<file path="src/rtl/sub_divider_pkg.sv">
// Shared definitions for the sequential divider: FSM state encoding and default operand width.
package sub_divider_pkg;

    localparam int unsigned DEFAULT_WIDTH = 4;

    typedef enum logic [1:0] {
        IDLE = 2'd0,
        CALC = 2'd1,
        DONE = 2'd2
    } div_state_e;

endpackage

</file>
<file path="src/rtl/sub_divider_trial_sub.sv">
// Combinational WIDTH+1-bit trial subtractor; borrow is the MSB of the difference.
module trial_sub
    import sub_divider_pkg::*;
#(
    parameter int unsigned WIDTH = DEFAULT_WIDTH
) (
    input  logic [WIDTH:0] minuend,
    input  logic [WIDTH:0] subtrahend,
    output logic [WIDTH:0] diff,
    output logic           borrow
);

    // Operands are bounded so a negative result always lands with its MSB set.
    assign diff   = minuend - subtrahend;
    assign borrow = diff[WIDTH];

endmodule

</file>
<file path="src/rtl/sub_divider.sv">
// Sequential unsigned restoring divider: one quotient bit per cycle with start/busy/done handshake.
module sub_divider
    import sub_divider_pkg::*;
#(
    parameter int unsigned WIDTH = DEFAULT_WIDTH
) (
    input  logic             clk,
    input  logic             rst,
    input  logic             start,
    input  logic [WIDTH-1:0] A,
    input  logic [WIDTH-1:0] B,
    output logic             busy,
    output logic             done,
    output logic [WIDTH-1:0] quotient,
    output logic [WIDTH-1:0] remainder,
    output logic             div_by_zero
);

    localparam int unsigned CNT_W = $clog2(WIDTH);
    localparam logic [CNT_W-1:0] LAST_STEP = CNT_W'(WIDTH - 1);

    div_state_e       state_q;
    logic [CNT_W-1:0] count_q;
    logic [WIDTH-1:0] dividend_q;
    logic [WIDTH-1:0] divisor_q;
    logic [WIDTH-1:0] quot_acc_q;
    logic [WIDTH:0]   rem_acc_q;
    logic             busy_q;
    logic             done_q;
    logic [WIDTH-1:0] quotient_q;
    logic [WIDTH-1:0] remainder_q;
    logic             dbz_q;

    logic [WIDTH:0]   shifted;
    logic [WIDTH:0]   diff;
    logic             borrow;
    logic [WIDTH:0]   rem_next;
    logic [WIDTH-1:0] quot_next;
    logic             unused_bits;

    assign shifted   = {rem_acc_q[WIDTH-1:0], dividend_q[WIDTH-1]};
    assign rem_next  = borrow ? shifted : diff;
    assign quot_next = {quot_acc_q[WIDTH-2:0], ~borrow};

    // Partial remainder stays below the divisor, so these top bits never carry information.
    assign unused_bits = rem_acc_q[WIDTH] ^ quot_acc_q[WIDTH-1];

    trial_sub #(
        .WIDTH (WIDTH)
    ) u_trial_sub (
        .minuend    (shifted),
        .subtrahend ({1'b0, divisor_q}),
        .diff       (diff),
        .borrow     (borrow)
    );

    always_ff @(posedge clk) begin
        if (rst) begin
            state_q     <= IDLE;
            count_q     <= '0;
            dividend_q  <= '0;
            divisor_q   <= '0;
            quot_acc_q  <= '0;
            rem_acc_q   <= '0;
            busy_q      <= 1'b0;
            done_q      <= 1'b0;
            quotient_q  <= '0;
            remainder_q <= '0;
            dbz_q       <= 1'b0;
        end else begin
            unique case (state_q)
                IDLE, DONE: begin
                    done_q <= 1'b0;
                    if (start) begin
                        dividend_q <= A;
                        divisor_q  <= B;
                        if (B != '0) begin
                            rem_acc_q  <= '0;
                            quot_acc_q <= '0;
                            count_q    <= '0;
                            busy_q     <= 1'b1;
                            dbz_q      <= 1'b0;
                            state_q    <= CALC;
                        end else begin
                            // Divide by zero resolves immediately with all-ones quotient.
                            quotient_q  <= '1;
                            remainder_q <= A;
                            dbz_q       <= 1'b1;
                            done_q      <= 1'b1;
                            state_q     <= DONE;
                        end
                    end else begin
                        state_q <= IDLE;
                    end
                end
                CALC: begin
                    rem_acc_q  <= rem_next;
                    quot_acc_q <= quot_next;
                    dividend_q <= {dividend_q[WIDTH-2:0], 1'b0};
                    count_q    <= count_q + CNT_W'(1);
                    if (count_q == LAST_STEP) begin
                        quotient_q  <= quot_next;
                        remainder_q <= rem_next[WIDTH-1:0];
                        busy_q      <= 1'b0;
                        done_q      <= 1'b1;
                        state_q     <= DONE;
                    end
                end
                default: begin
                    busy_q  <= 1'b0;
                    done_q  <= 1'b0;
                    state_q <= IDLE;
                end
            endcase
        end
    end

    assign busy        = busy_q;
    assign done        = done_q;
    assign quotient    = quotient_q;
    assign remainder   = remainder_q;
    assign div_by_zero = dbz_q;

endmodule

</file>
<file path="config.mk">
export PLATFORM = sky130hd
export DESIGN_NAME = sub_divider
export DESIGN_NICKNAME = d
export VERILOG_FILES = /design/src/rtl/sub_divider_pkg.sv /design/src/rtl/sub_divider_trial_sub.sv /design/src/rtl/sub_divider.sv
export SDC_FILE = /design/constraint.sdc
export NUM_CORES = 1
export LEC_CHECK = 0
export CAP_MARGIN = 5
export CORE_MARGIN = 2
export CORE_UTILIZATION = 40
export CTS_CLUSTER_SIZE = 14
export DETAILED_ROUTE_END_ITERATION = 7
export SYNTH_ARGS = -nofsm -noshare
export SYNTH_HDL_FRONTEND = slang
export SYNTH_HIERARCHICAL = 1
export SYNTH_SLANG_ARGS = --single-unit
</file>
<file path="constraint.sdc">
create_clock -name clk -period 5 [get_ports clk]
set_input_delay 1.25 -clock clk [delete_from_list [all_inputs] [get_ports clk]]
set_output_delay 1.25 -clock clk [all_outputs]
set_load 0.01 [all_outputs]
</file>
==> results of run 1 <==
final cells by class:
cell class	instances	share of cell area [%]
multi-input cells	117	46.0
clock buffers	7	5.31
well taps	48	3.31
flip-flops and latches	29	32.0
clock inverters	1	0.276
inverters	7	1.45
repair buffers	21	11.6
how the worst min path moves through the flow:
stage / slack [ps] / endpoint / cells past startpoint
2_1_floorplan: 440 / divisor_q[2] / 2
3_3_place_gp: 450 / divisor_q[2] / 2
3_5_place_dp: 450 / divisor_q[2] / 2
4_1_cts: 460 / divisor_q[0] / 2
5_1_grt: 480 / divisor_q[0] / 2
6_report: 460 / divisor_q[0] / 2
critical path, delay by kind of cell:
kind                   cells  cell delay, ps
AO/OA/AOI/OAI              1             330
buffers and inverters      1             470
AND/OR/NAND/NOR            2             940
metal layers:
| layer | vias to the layer above | global-route usage, % | share of wire [%] |
|---|---|---|---|
| met5 | - | 0 | 0 |
| met4 | 0 | 6.91 | 1.8 |
| met3 | 8 | 5.38 | 3.4 |
| met2 | 23 | 29.6 | 49 |
| met1 | 584 | 19.3 | 45 |
| li1 | 617 | - | - |
state kept, by name, summed over array words and instances (netlist names):
name / cells
rem_acc_q: 4
div_by_zero: 1
dividend_q: 4
quot_acc_q: 3
count_q: 2
remainder: 4
quotient: 4
divisor_q: 4
state_q: 2
busy: 1
power groups by stage:
stage | Sequential, mW | Combinational [mW] | Clock [mW]
3_5_place_dp | 0.255 | 0.104 | 0
2_1_floorplan | 0.254 | 0.0727 | 0
4_1_cts | 0.250 | 0.105 | 0.218
3_3_place_gp | 0.255 | 0.102 | 0
5_1_grt | 0.251 | 0.114 | 0.227
6_report | 0.250 | 0.103 | 0.211
==> flow_metrics.tcl, run 1 <==
set metrics [dict create \
    fin_cells 230 \
    clockBufferDepth 2 \
    switching_power_mw 0.153 \
    synthCells 163 \
    cts_root_buf "clkbuf_8" \
    regArea_um2 581 \
    vias_per_cell 5.36 \
    antennaDiodeCount 0 \
    place.gp.congestion 0.810 \
    final_core_util_pct 50.3 \
    die_h_um 64.9 \
    fillers 361 \
    fp.dieArea_um2 4210 \
    place_hpwl_mm 2.34 \
    mostFrequentLayoutCell "dfxtp_1" \
    r2r-start "dividend_q[3]" \
    portBuffers 21 \
    hold-worst-slack_ps 460 \
    p_int_mw 0.411 \
    finalMaxSlewViolations 0 \
    skew_ps 7.19 \
    synth_nets 180 \
    area_growth_pct 22.2 \
    drc 0 \
    grt_overflow 0 \
    crit_required_ps 5160 \
    hold_violations 0 \
    fin_crit_sh_pct 56.7 \
    status "complete, no violations" \
    drv_cap 0 \
    grtUsageTotal_pct 17.1 \
    drive_gt1_share_pct 12.6 \
    yosys_warnings 6 \
    synth_area_um2 1480 \
    cts_tree "yes" \
    p_comb_share_pct 18.2 \
    min_from "divisor_q[0]" \
    mostFrequentLayoutCells "dfxtp_1 (29), a21oi_1 (21), clkdlybuf4s50_1 (21)" \
    worstSkewPairLatency_ps 280 \
    rsz0062_at_grt "false" \
    cts_setup_buffers 0 \
    power_density_nw_per_um2 311 \
    first_pass_iters 4 \
    multi_input_area_um2 835 \
    cts_hold_buffers 0 \
    fmaxAchievable_ghz 0.353 \
    wl_mm 3.27 \
    switching_share_pct 27.1 \
    cts_buffers 5 \
    drt_iter0_drc 46 \
    grt_max_degree 30 \
    endpoint_kind "flop" \
    drtAntennaViolNets 0 \
    path_class "input port to flop" \
    cp_data_arrival_time_ps 3000 \
    final.min_clock_period_ps 2830 \
    critPathLaunchType "input port" \
    cts_resized 0 \
    grt_pass1_wl_mm 5.55 \
    place_inst 222 \
    place_area_um2 1710 \
    setup_ws_ps 2170 \
    clock_sinks 29 \
    chipWidth_um 64.9 \
    crit_start "B[0]" \
    crit_path_top_delay_cell "nor4_4" \
    htreeDepth 2 \
    clk_pin_slew_worst_paths_ps 60 \
    start_util_pct 41.2 \
    critPathMaxStageDelay_ps 720 \
    crit_chain "clkdlybuf4s50_1 -> nor4_4 -> nand2_4 -> a221oi_2" \
    post_drt_wl_per_cell_um 14.2 \
    antenna_found_initial 0 \
    r2r-end "remainder[2]" \
    slew_headroom_pct 21.6 \
    num_rows 22 \
    clkPwrFrac_pct 37.4 \
    ff2ff_setup_slack_ps 2540 \
    worstHoldPathType "flop to flop" \
    tns_ps 0 \
    setup_viol 0 \
    layout.nets 198 \
    seqPwrFrac_pct 44.3 \
    core_um2 3610 \
    io_pins 22 \
    vias 1232 \
    rr_worst_depth 9 \
    finalPower_mw 0.564 \
    design_area_um2 1810 \
    crit_fanout 10 \
    post-place-ws_ps 1890 \
    first_global_vias 1264 \
    peakVddDrop_mv 0.223 \
    p_leak_nw 0.642 \
    timing.critical_path.to "remainder[0]" \
    syn_avg_cell_area_um2 9.10 \
    worst_pin_slew_ps 1170 \
]
Note: power is estimated with default switching activity, not from simulation.
==> run 2, diff against run 1 <==
==> constraint.sdc (replaced) <==
create_clock -name clk -period 2.6 [get_ports clk]
set_input_delay 0.65 -clock clk [delete_from_list [all_inputs] [get_ports clk]]
set_output_delay 0.65 -clock clk [all_outputs]
set_load 0.01 [all_outputs]
==> flow_metrics.tcl, run 2 (synthesis gave the netlist of run 1 again) <==
set metrics [dict create \
    hold_violations 0 \
    endpoint_kind "flop" \
    place.gp.congestion 0.743 \
    slew_headroom_pct 58.7 \
    die_h_um 64.9 \
    skew_ps 10.9 \
    grt_max_degree 30 \
    fin_cells 235 \
    crit_fanout 6 \
    cts_tree "yes" \
    final_core_util_pct 51.3 \
    rsz0062_at_grt "false" \
    mostFrequentLayoutCells "dfxtp_1 (29), a21oi_1 (21), clkdlybuf4s50_1 (21)" \
    status "complete, no violations" \
    fin_crit_sh_pct 91.8 \
    setup_viol 0 \
    drc 0 \
    post_drt_wl_per_cell_um 14.7 \
    path_class "flop to flop" \
    area_growth_pct 24.7 \
    multi_input_area_um2 835 \
    chipWidth_um 64.9 \
    core_um2 3610 \
    tns_ps 0 \
    topRoutingLayerUsed "met4" \
    place_inst 227 \
    vias 1244 \
    grt_overflow 0 \
    portBuffers 21 \
    peakVddDrop_mv 0.285 \
    place_hpwl_mm 2.46 \
    critPathLaunchType "flop" \
    cts_resized 0 \
    wl_met2_mm 1.77 \
    drive_gt1_share_pct 15.0 \
    fillers 350 \
    num_rows 22 \
    finalPower_mw 1.10 \
    clk_pin_slew_worst_paths_ps 70 \
    worstSkewPairLatency_ps 290 \
    cp_data_arrival_time_ps 2550 \
    mostFrequentLayoutCell "dfxtp_1" \
    antennaDiodeCount 0 \
    first_pass_iters 4 \
    start_util_pct 41.2 \
    power_density_nw_per_um2 594 \
    clockBufferDepth 2 \
    htreeDepth 2 \
    layout.nets 203 \
    wl_mm 3.45 \
    drv_cap 0 \
    first_global_vias 1293 \
    io_pins 22 \
    wl_met3_um 138 \
    cts_root_buf "clkbuf_8" \
    hold-worst-slack_ps 457 \
    vias_per_cell 5.29 \
    regArea_um2 581 \
    worstHoldPathType "flop to flop" \
    final.min_clock_period_ps 2390 \
    clock_sinks 29 \
    cts_hold_buffers 0 \
    grt_pass1_wl_mm 5.89 \
    wl_met1_mm 1.48 \
    fp.dieArea_um2 4210 \
    finalMaxSlewViolations 0 \
    grtUsageTotal_pct 18.6 \
    worst_pin_slew_ps 619 \
    crit_required_ps 2760 \
    antenna_found_initial 0 \
    fmaxAchievable_ghz 0.419 \
    cts_setup_buffers 0 \
    p_leak_nw 0.667 \
    drtAntennaViolNets 0 \
    cts_buffers 5 \
    drt_iter0_drc 37 \
]
run 2: worst paths after layout:
path | from | endpoint | slack (ps) | depth (start not counted)
max | dividend_q[3] | remainder[0] | 210 | 9
min | divisor_q[3] | divisor_q[3] | 460 | 2
min reg2reg | divisor_q[3] | divisor_q[3] | 460 | 2
max reg2reg | dividend_q[3] | remainder[0] | 210 | 9
run 2: final cells by class:
cell class,count,share of cell area [%]
clock buffer,7,5.21
clock inverter,1,0.270
inverter,7,1.42
multi-input combinational,117,45.1
sequential,29,31.4
tap,48,3.25
timing repair buffer,26,13.4
run 2: through the flow:
step	cell area (um^2)	worst slack (ps)
after floorplan	1480	407
after global placement	1750	171
after detailed placement	1750	142
after CTS	1850	212
after global routing	1850	27.3
final	1850	214
run 2: report_power, final:
part	internal, mW	switching (mW)
logic	0.0921	0.113
clock network	0.239	0.175
registers	0.466	0.0151
run 2: per-layer routing:
layer | track usage (%) | up-vias
li1 | - | 623
met1 | 20.4 | 594
met2 | 32.9 | 22
met3 | 5.56 | 5
met4 | 8.51 | 0
met5 | 0 | -
run 2: critical path: stages, from the launching register on:
cell and delay (ps):
dfxtp_1 350, inv_1 50, ha_1 210, fa_1 400, nand2b_1 160, a21oi_1 170
xnor2_1 310, mux2_2 420, o21ai_0 110, a221oi_2 90
==> run 3, diff against run 2 <==
--- a/config.mk
+++ b/config.mk
@@ -10,6 +10,7 @@
 export CORE_UTILIZATION = 40
 export CTS_CLUSTER_SIZE = 14
 export DETAILED_ROUTE_END_ITERATION = 7
+export RECOVER_POWER = 100
 export SYNTH_ARGS = -nofsm -noshare
 export SYNTH_HDL_FRONTEND = slang
 export SYNTH_HIERARCHICAL = 1
==> flow_metrics.tcl, run 3 (synthesis gave the netlist of run 1 again) <==
set metrics [dict create \
    status "complete, no violations" \
    chipWidth_um 64.9 \
    switching_power_mw 0.298 \
    htreeDepth 2 \
    slew_headroom_pct 49.2 \
    drc 0 \
    die_h_um 64.9 \
    p_comb_share_pct 17.7 \
    drtAntennaViolNets 0 \
    grt_overflow 0 \
    fin_crit_sh_pct 93.9 \
    grt_pass1_wl_mm 5.89 \
    drt_iter0_drc 37 \
    crit_path_top_delay_cell "nor4_1" \
    critPathLaunchType "input port" \
    finalPower_mw 1.09 \
    setup_viol 0 \
    r2r-start "dividend_q[3]" \
    clockBufferDepth 2 \
    final.min_clock_period_ps 2440 \
    rr_worst_depth 9 \
    r2r-end "remainder[0]" \
    portBuffers 21 \
    min_to "divisor_q[3]" \
    first_global_vias 1293 \
    whs_path_depth 2 \
    seqPwrFrac_pct 44.3 \
    num_rows 22 \
    fmaxAchievable_ghz 0.410 \
    grt_max_degree 30 \
    antennaDiodeCount 0 \
    switching_share_pct 27.5 \
    clk_pin_slew_worst_paths_ps 60 \
    worst_pin_slew_ps 754 \
    hold_violations 0 \
    cts_resized 0 \
    tns_ps 0 \
    vias 1258 \
    skew_ps 10.3 \
    rsz0062_at_grt "false" \
    fp.dieArea_um2 4210 \
    p_leak_nw 0.696 \
    crit_buf_inv 2 \
    vias_per_cell 5.35 \
    antenna_found_initial 0 \
    power_density_nw_per_um2 596 \
    area_growth_pct 22.8 \
    crit_fanout 9 \
    mostFrequentLayoutCell "dfxtp_1" \
    drive_gt1_share_pct 10.7 \
    core_um2 3610 \
    crit_chain "dlygate4sd3_1 -> nor4_1 -> clkbuf_1 -> o211ai_1 -> a21oi_1" \
    first_pass_iters 4 \
    cts_setup_buffers 0 \
    post_drt_wl_per_cell_um 14.7 \
    finalMaxSlewViolations 0 \
    cts_buffers 5 \
    worstHoldPathType "flop to flop" \
    start_util_pct 41.2 \
    clkPwrFrac_pct 37.9 \
    io_pins 22 \
    p_int_mw 0.787 \
    grtUsageTotal_pct 18.6 \
    worstSkewPairLatency_ps 290 \
    mostFrequentLayoutCells "dfxtp_1 (29), a21oi_1 (21), nand2_1 (18)" \
    peakVddDrop_mv 0.284 \
    cts_hold_buffers 0 \
    cts_tree "yes" \
    clock_sinks 29 \
    layout.nets 203 \
    crit_required_ps 2810 \
    drv_cap 0 \
    place_hpwl_mm 2.46 \
    place.gp.congestion 0.743 \
    ff2ff_setup_slack_ps 220 \
    endpoint_kind "flop" \
    wl_mm 3.46 \
    cts_root_buf "clkbuf_8" \
    cp_top_family "buffers and inverters" \
    path_class "input port to flop" \
    critPathMaxStageDelay_ps 690 \
    cp_data_arrival_time_ps 2650 \
    min_from "divisor_q[3]" \
    fillers 356 \
]
-- run 3: cell types whose count changed in the layout (fill, tap and decap cells not counted), sizes merged --
cell           delta
dlygate4sd3      +13
clkdlybuf4s50    -13
clkbuf            +2
buf               -2
-- run 3: cell type report --
class                      instances  area (um^2)  area share (%)
timing repair buffer              26          240            13.2
clock buffer                       7         96.3            5.29
sequential                        29          581            31.9
multi-input combinational        117          813            44.6
tap                               48         60.1            3.30
clock inverter                     1         5.00           0.275
inverter                           7         26.3            1.44
-- run 3: per-stage QoR --
step	util (%)	instances	area, um^2	hold WS (ps)	worst slack [ps]
floorplan	-	163	1480	436	407
global placement	48.5	227	1750	449	171
detailed placement	48.5	227	1750	451	142
CTS	51.3	235	1850	460	212
global route	50.5	235	1820	482	46.2
finish	50.5	235	1820	457	159
-- run 3: power by group through the flow --
stage          clock network [mW]  registers [mW]  logic [mW]
6_report                    0.412           0.481       0.193
5_1_grt                     0.447           0.483       0.215
4_1_cts                     0.423           0.481       0.207
3_5_place_dp                    0           0.491       0.206
3_3_place_gp                    0           0.490       0.201
2_1_floorplan                   0           0.489       0.140
-- run 3: worst max path at each step --
| stage | startpoint | to | slack [ps] | depth (start not counted) |
|---|---|---|---|---|
| 2_1_floorplan | dividend_q[3] | remainder[1] | 410 | 9 |
| 3_3_place_gp | B[0] | remainder[2] | 170 | 4 |
| 3_5_place_dp | B[0] | remainder[2] | 140 | 4 |
| 4_1_cts | dividend_q[3] | remainder[3] | 210 | 9 |
| 5_1_grt | dividend_q[3] | remainder[0] | 50 | 9 |
| 6_report | B[0] | rem_acc_q[3] | 160 | 5 |
-- run 3: worst min-delay path: stages (launching register included) --
cell and delay (ps):
dfxtp_1 310, nand2_1 50, a21oi_1 50
-- run 3: metal layers --
metal,vias up,wire (um),part of all wire [%],track usage [%]
met4,0,55,1.6,8.51
met1,607,1490,43,20.4
li1,625,-,-,-
met5,-,0,0,0
met3,5,139,4.0,5.56
met2,21,1780,51,32.9
